--- src/rtl/fpu_pkg.sv ---
// Shared types and constants for the binary32 add/sub/mul unit.
package pa_fpu;

    localparam int unsigned FPU_BIAS = 127;
    localparam logic [31:0] FPU_QNAN = 32'h7FC00000;

    typedef enum logic [1:0] {
        op_add  = 2'd0,
        op_sub  = 2'd1,
        op_mul  = 2'd2,
        op_rsvd = 2'd3
    } e_fpu_op;

    typedef enum logic [2:0] {
        StIdle,
        StUnpack,
        StAlign,
        StCompute,
        StNormalize,
        StRound,
        StDone
    } e_fpu_state;

    typedef struct packed {
        logic        sign;
        logic [7:0]  exp;
        logic [22:0] frac;
    } st_ieee_fields;

endpackage

--- src/rtl/fpu_lzc.sv ---
// Combinational leading-zero counter; an all-zero input yields Width.
module fpu_lzc #(
    parameter int unsigned Width = 27,
    parameter int unsigned CntW  = $clog2(Width + 1)
) (
    input  logic [Width-1:0] data,
    output logic [CntW-1:0]  count
);

    always_comb begin
        count = CntW'(Width);
        // Scanning upward leaves the count of the highest set bit.
        for (int i = 0; i < int'(Width); i++) begin
            if (data[i]) begin
                count = CntW'(int'(Width) - 1 - i);
            end
        end
    end

endmodule

--- src/rtl/fpu.sv ---
// Multi-cycle binary32 add/sub/mul with round-to-nearest-even and a start/cmd_end handshake.
module fpu
    import pa_fpu::*;
(
    input  logic        clk,
    input  logic        arst,
    input  logic        start,
    input  logic [31:0] a_operand,
    input  logic [31:0] b_operand,
    input  e_fpu_op     operation,
    output logic [31:0] ieee_packet_out,
    output logic        cmd_end,
    output logic        busy
);

    e_fpu_state  state_q;
    logic [31:0] a_q, b_q;
    e_fpu_op     op_q;
    logic        sa_q, sb_q, sign_q, eff_sub_q, special_q, zero_q;
    logic [7:0]  ea_q, eb_q;
    logic [23:0] ma_q, mb_q;
    logic [31:0] special_val_q;
    logic [9:0]  exp_q;
    logic [26:0] x_q, y_q, norm_q;
    logic [27:0] sum_q;

    st_ieee_fields fa, fb;
    logic        a_zero, a_inf, a_nan, b_zero, b_inf, b_nan, sb_eff, sp;
    logic [31:0] sp_val;

    always_comb begin
        fa     = a_q;
        fb     = b_q;
        a_zero = (fa.exp == 8'h00);
        b_zero = (fb.exp == 8'h00);
        a_inf  = (fa.exp == 8'hFF) && (fa.frac == 23'd0);
        b_inf  = (fb.exp == 8'hFF) && (fb.frac == 23'd0);
        a_nan  = (fa.exp == 8'hFF) && (fa.frac != 23'd0);
        b_nan  = (fb.exp == 8'hFF) && (fb.frac != 23'd0);
        sb_eff = fb.sign ^ (op_q == op_sub);
        sp     = 1'b1;
        sp_val = FPU_QNAN;
        if (op_q == op_rsvd || a_nan || b_nan) begin
            sp_val = FPU_QNAN;
        end else if (op_q == op_mul) begin
            if ((a_inf && b_zero) || (a_zero && b_inf)) sp_val = FPU_QNAN;
            else if (a_inf || b_inf) sp_val = {fa.sign ^ fb.sign, 8'hFF, 23'd0};
            else if (a_zero || b_zero) sp_val = {fa.sign ^ fb.sign, 31'd0};
            else sp = 1'b0;
        end else begin
            if (a_inf && b_inf) sp_val = (fa.sign != sb_eff) ? FPU_QNAN : {fa.sign, 8'hFF, 23'd0};
            else if (a_inf) sp_val = {fa.sign, 8'hFF, 23'd0};
            else if (b_inf) sp_val = {sb_eff, 8'hFF, 23'd0};
            else if (a_zero && b_zero) sp_val = {fa.sign & sb_eff, 31'd0};
            else sp = 1'b0;
        end
    end

    logic        a_big;
    logic [7:0]  e_big, e_small, diff;
    logic [23:0] m_big, m_small;
    logic [4:0]  shamt;
    logic [26:0] small_ext, shifted, lost, y_al;
    logic [9:0]  exp_mul;

    always_comb begin
        a_big     = {ea_q, ma_q} >= {eb_q, mb_q};
        e_big     = a_big ? ea_q : eb_q;
        e_small   = a_big ? eb_q : ea_q;
        m_big     = a_big ? ma_q : mb_q;
        m_small   = a_big ? mb_q : ma_q;
        diff      = e_big - e_small;
        shamt     = (diff > 8'd26) ? 5'd26 : diff[4:0];
        small_ext = {m_small, 3'b000};
        shifted   = small_ext >> shamt;
        lost      = small_ext & ~({27{1'b1}} << shamt);
        y_al      = {shifted[26:1], shifted[0] | (|lost)};
        exp_mul   = {2'b00, ea_q} + {2'b00, eb_q} - 10'(FPU_BIAS);
    end

    logic [47:0] prod;
    logic [27:0] sum_d;

    always_comb begin
        prod = ma_q * mb_q;
        // Product maps onto the adder layout: bit 27 is carry, hidden bit at 26, GRS in [2:0].
        if (op_q == op_mul) sum_d = {prod[47:21], |prod[20:0]};
        else if (eff_sub_q) sum_d = {1'b0, x_q} - {1'b0, y_q};
        else sum_d = {1'b0, x_q} + {1'b0, y_q};
    end

    logic [4:0]  lz;
    logic [26:0] norm_d;
    logic [9:0]  exp_norm;

    fpu_lzc #(
        .Width (27),
        .CntW  (5)
    ) u_lzc (
        .data  (sum_q[26:0]),
        .count (lz)
    );

    always_comb begin
        if (sum_q[27]) begin
            norm_d   = {sum_q[27:2], sum_q[1] | sum_q[0]};
            exp_norm = exp_q + 10'd1;
        end else begin
            norm_d   = sum_q[26:0] << lz;
            exp_norm = exp_q - 10'(lz);
        end
    end

    logic        round_up;
    logic [24:0] mant_r;
    logic [9:0]  exp_r;
    logic [31:0] result;

    always_comb begin
        round_up = norm_q[2] & (norm_q[1] | norm_q[0] | norm_q[3]);
        mant_r   = {1'b0, norm_q[26:3]} + 25'(round_up);
        exp_r    = exp_q + 10'(mant_r[24]);
        if (special_q) result = special_val_q;
        else if (zero_q) result = 32'd0;
        else if ($signed(exp_r) >= 10'sd255) result = {sign_q, 8'hFF, 23'd0};
        else if ($signed(exp_r) <= 10'sd0) result = {sign_q, 31'd0};
        else result = {sign_q, exp_r[7:0], mant_r[24] ? mant_r[23:1] : mant_r[22:0]};
    end

    always_ff @(posedge clk or posedge arst) begin
        if (arst) begin
            state_q         <= StIdle;
            a_q             <= '0;
            b_q             <= '0;
            op_q            <= op_add;
            sa_q            <= 1'b0;
            sb_q            <= 1'b0;
            ea_q            <= '0;
            eb_q            <= '0;
            ma_q            <= '0;
            mb_q            <= '0;
            special_q       <= 1'b0;
            special_val_q   <= '0;
            sign_q          <= 1'b0;
            eff_sub_q       <= 1'b0;
            exp_q           <= '0;
            x_q             <= '0;
            y_q             <= '0;
            sum_q           <= '0;
            norm_q          <= '0;
            zero_q          <= 1'b0;
            ieee_packet_out <= '0;
            cmd_end         <= 1'b0;
            busy            <= 1'b0;
        end else begin
            case (state_q)
                StIdle: begin
                    if (start) begin
                        a_q     <= a_operand;
                        b_q     <= b_operand;
                        op_q    <= operation;
                        busy    <= 1'b1;
                        state_q <= StUnpack;
                    end
                end
                StUnpack: begin
                    sa_q          <= fa.sign;
                    sb_q          <= sb_eff;
                    ea_q          <= a_zero ? 8'd0 : fa.exp;
                    eb_q          <= b_zero ? 8'd0 : fb.exp;
                    ma_q          <= a_zero ? 24'd0 : {1'b1, fa.frac};
                    mb_q          <= b_zero ? 24'd0 : {1'b1, fb.frac};
                    special_q     <= sp;
                    special_val_q <= sp_val;
                    state_q       <= StAlign;
                end
                StAlign: begin
                    if (op_q == op_mul) begin
                        sign_q <= sa_q ^ sb_q;
                        exp_q  <= exp_mul;
                    end else begin
                        sign_q    <= a_big ? sa_q : sb_q;
                        exp_q     <= {2'b00, e_big};
                        x_q       <= {m_big, 3'b000};
                        y_q       <= y_al;
                        eff_sub_q <= sa_q ^ sb_q;
                    end
                    state_q <= StCompute;
                end
                StCompute: begin
                    sum_q   <= sum_d;
                    state_q <= StNormalize;
                end
                StNormalize: begin
                    norm_q  <= norm_d;
                    exp_q   <= exp_norm;
                    zero_q  <= (sum_q == 28'd0);
                    state_q <= StRound;
                end
                StRound: begin
                    ieee_packet_out <= result;
                    cmd_end         <= 1'b1;
                    state_q         <= StDone;
                end
                StDone: begin
                    cmd_end <= 1'b0;
                    busy    <= 1'b0;
                    state_q <= StIdle;
                end
                default: state_q <= StIdle;
            endcase
        end
    end

endmodule

--- config.mk ---
export PLATFORM = sky130hd
export DESIGN_NAME = fpu
export DESIGN_NICKNAME = d
export VERILOG_FILES = /design/src/rtl/fpu_pkg.sv /design/src/rtl/fpu_lzc.sv /design/src/rtl/fpu.sv
export SDC_FILE = /design/constraint.sdc
export NUM_CORES = 2
export LEC_CHECK = 0
export BUFFER_PORTS_ARGS = -buffer_cell sky130_fd_sc_hd__buf_2
export CAP_MARGIN = 20
export CORE_MARGIN = 5
export CORE_UTILIZATION = 40
export DETAILED_ROUTE_END_ITERATION = 8
export GPL_TIMING_DRIVEN = 0
export PLACE_DENSITY = 0.53
export SLEW_MARGIN = 20
export SYNTH_ARGS = -nofsm -noshare
export SYNTH_HDL_FRONTEND = slang
export SYNTH_HIERARCHICAL = 1
export SYNTH_SLANG_ARGS = --single-unit
--- constraint.sdc ---
create_clock -name clk -period 10.8 [get_ports clk]
set_input_delay 1.62 -clock clk [delete_from_list [all_inputs] [get_ports clk]]
set_output_delay 1.62 -clock clk [all_outputs]
set_load 0.05 [all_outputs]
==> metrics.md <==
| Metric | Value |
|---|---|
| Status | finished clean |
| Core area | 97000 µm² |
| Post-synth EDFFs | 0 |
| CTS root buffer | clkbuf_16 |
| 1st-iter DRT viols | 2823 |
| CTS Buf Count | 36 |
| Fin Setup TNS | 0 ns |
| Warnings, synthesis | 6 |
| Synthesized area per cell | 8.54 µm² |
| WS Path Type | flop to flop |
| Row count | 114 |
| Post-CTS Setup Inserts | 0 |
| Drt pass-1 iters | 6 |
| Largest net degree at the start of global routing | 89 |
| Metal-1 WL | 65.1 mm |
| H-tree Lvls | 2 |
| Layout Skew | 0.0228 ns |
| Routed vias | 33987 |
| Total routing usage reported by global routing | 28.7% |
| Most frequent CP cell | fa_1 |
| Crit Path Max Fanout | 10 |
| Async set-reset flop share out of synthesis | 100% |
| Endpoints failing setup | 0 |
| P&R area growth vs syn | 8.81% |
| Post-Synthesis Cells | 4584 |
| Global route overflow | 0 |
| Synth area leaders | fa_1, dfrtp_1, ha_1, nand2_1, inv_1 |
| Worst EP required | 11.31 ns |
| Placed cell count | 5966 |
| Worst-path clk slew | 0.07 ns |
| DRC | 0 |
| Synth Register Bits | 292 |
| TritonCTS clock tree | done |
| Number of global-route vias before repair | 34278 |
| Most frequent cells in the layout | nand2_1, inv_1, fa_1 |
| Final GP Congestion | 0.957 |
| Clk buf depth | 3 |
| Vias per cell | 5.63 |
| Max Cap Violations | 0 |
| Distinct cells, synth | 90 |
| Share of cells above drive strength 1 | 6.52% |
| Number of I/O pins | 103 |
| Worst-margin pin slew | 1.22 ns |
| Hold Path Class | flop to flop |
| Nets | 5591 |
| DP HPWL | 122 mm |
| Initial core utilization | 40.4% |
| Met3 wire length | 9.88 mm |
| Clk sinks | 292 |
| CP max stage cell | clkbuf_1 |
| Min cycle time layout | 10.40 ns |
| DIE AREA | 104000 µm² |
| Crit share post-route | 96.3% |
| First-pass GRT wire length | 225 mm |
| IO Port Bufs | 102 |
| Nature of the critical path endpoint | flop |
| Slew HR | 18.7% |
| Max Slew Vio Count | 0 |
| Initial antenna violation count | 6 |
| Die width | 323 µm |
| Syn nets | 5448 |
| Final hold vios | 0 |
| Worst skew pair latency | 0.59 ns |
| Final antenna-violating net count | 0 |
| Commonest non-fill, non-tap cell in the layout | nand2_1 |
| Top Layer Used | met5 |
| Post-synthesis sequential area ratio | 18.7% |
| Height of the die | 323 µm |
| Leading area contributor after synthesis | fa_1 |
| Startpoint Class | flop |
| Total wire length | 150 mm |
| WHS | 0.472 ns |
| RSZ-0062 raised after global routing | false |
| Main flop type after synthesis | dfrtp_1 |
| Final std cells w/o fill | 6032 |
| Synth Cell Area | 39200 µm² |
| Max frequency | 96.2 MHz |
| Routed met2 length | 68.4 mm |
| Max stage delay on crit path | 0.88 ns |
| Worst EP arrival | 10.91 ns |
| Wire per inst | 24.8 µm |
| Post-synth top area share | 24.8% |
cells by family (layout without fill, tap and decap cells):
logic type	count (synthesis)	after routing	synth area share (%)
other	0	2	0
AND/OR/NAND/NOR	1465	1465	16.8
flip-flops	292	292	18.7
AO/OA/AOI/OAI	812	812	13.1
multiplexers	175	175	5.22
adder cells (fa/ha/maj)	795	795	34.7
XOR/XNOR	107	107	2.39
buffers and inverters	938	1108	9.06
flip-flops by register name, summed over array words and instances (netlist names), 2 cells and up:
signal	cells
a_q	32
b_q	32
ieee_packet_out	32
sum_q	28
norm_q	27
y_q	27
ma_q	24
mb_q	24
x_q	24
exp_q	10
ea_q	8
eb_q	8
special_val_q	3
state_q	3
op_q	2
repair_timing:
| action | 4_1_cts | 5_1_grt |
|---|---|---|
| resized for setup | 1 | 2 |
| pin swaps | 0 | 0 |
| hold buffers | 0 | 0 |
| endpoints found under the setup margin | 1 | 20 |
final timing paths:
check                           depth (start not counted)  slack [ns]                              to                      startpoint
max in group asynchronous                               3        8.93             a_q[16]$_DFFE_PP0P_                            arst
worst min register to register                          2        0.47  ieee_packet_out[5]$_DFFE_PP0P_  ieee_packet_out[5]$_DFFE_PP0P_
worst max register to register                         29        0.40           sum_q[20]$_DFFE_PP0P_            ma_q[15]$_DFFE_PP0P_
min in group asynchronous                               2        1.04           sum_q[11]$_DFFE_PP0P_                            arst
worst max-delay path                                   29        0.40           sum_q[20]$_DFFE_PP0P_            ma_q[15]$_DFFE_PP0P_
worst min-delay path                                    2        0.47  ieee_packet_out[5]$_DFFE_PP0P_  ieee_packet_out[5]$_DFFE_PP0P_
metal layers:
| layer | vias up | GRT usage, % |
|---|---|---|
| met2 | 1272 | 46.1 |
| met3 | 253 | 3.88 |
| li1 | 15201 | - |
| met4 | 2 | 10.1 |
| met1 | 17259 | 40.0 |
| met5 | - | 0 |
synth_stat cells (11+ instances only):
cell / instances
nand2_1: 772
inv_1: 669
fa_1: 485
ha_1: 310
dfrtp_1: 292
nor2_1: 241
clkbuf_1: 236
a21oi_1: 227
o21ai_0: 195
and2_1: 173
mux2i_1: 78
mux2_2: 77
xnor2_1: 71
a31oi_1: 55
o22ai_1: 49
nand3_1: 47
nor4_1: 39
a21o_1: 38
nor3_1: 38
xor2_1: 36
a211oi_1: 27
a22oi_1: 27
nand2b_1: 27
and3_1: 24
o21bai_1: 23
nand4_1: 22
o21a_1: 22
buf_1: 21
nor2b_1: 21
o31ai_1: 20
o211ai_1: 19
or3_1: 18
mux4_2: 15
a221oi_1: 12
a311oi_1: 11
or2_2: 11
area by class of cell:
type | instances | area (µm²)
diodes | 2 | 5.00
plain buffers | 265 | 1030
clock buffers | 49 | 1010
clock inverters | 16 | 210
fillers | 9939 | 54400
inverters | 672 | 2530
multi-input cells | 3354 | 28300
flip-flops and latches | 292 | 7310
well taps | 1276 | 1600
repair buffers | 106 | 608
metrics by stage:
stage	utilization, %	instance area [µm²]	setup WS (ns)
after detailed placement	42.7	41400	-0.125
final	43.9	42600	0.403
after global routing	43.9	42600	0.108
after global placement	42.6	41300	-2.84
after floorplan	-	39200	1.12
after CTS	43.9	42600	0.112
worst max-delay path: cells and delay by family, from the launching register on:
kind | cells | cell delay, ns
adder cells (fa/ha/maj) | 8 | 3.94
AO/OA/AOI/OAI | 11 | 3.02
buffers and inverters | 7 | 1.93
XOR/XNOR | 1 | 0.67
flip-flops | 1 | 0.47
AND/OR/NAND/NOR | 2 | 0.30
Power is left out: the tool's default activity adds up to more than one toggle a clock period on the data nets, which glitch-free logic cannot reach.
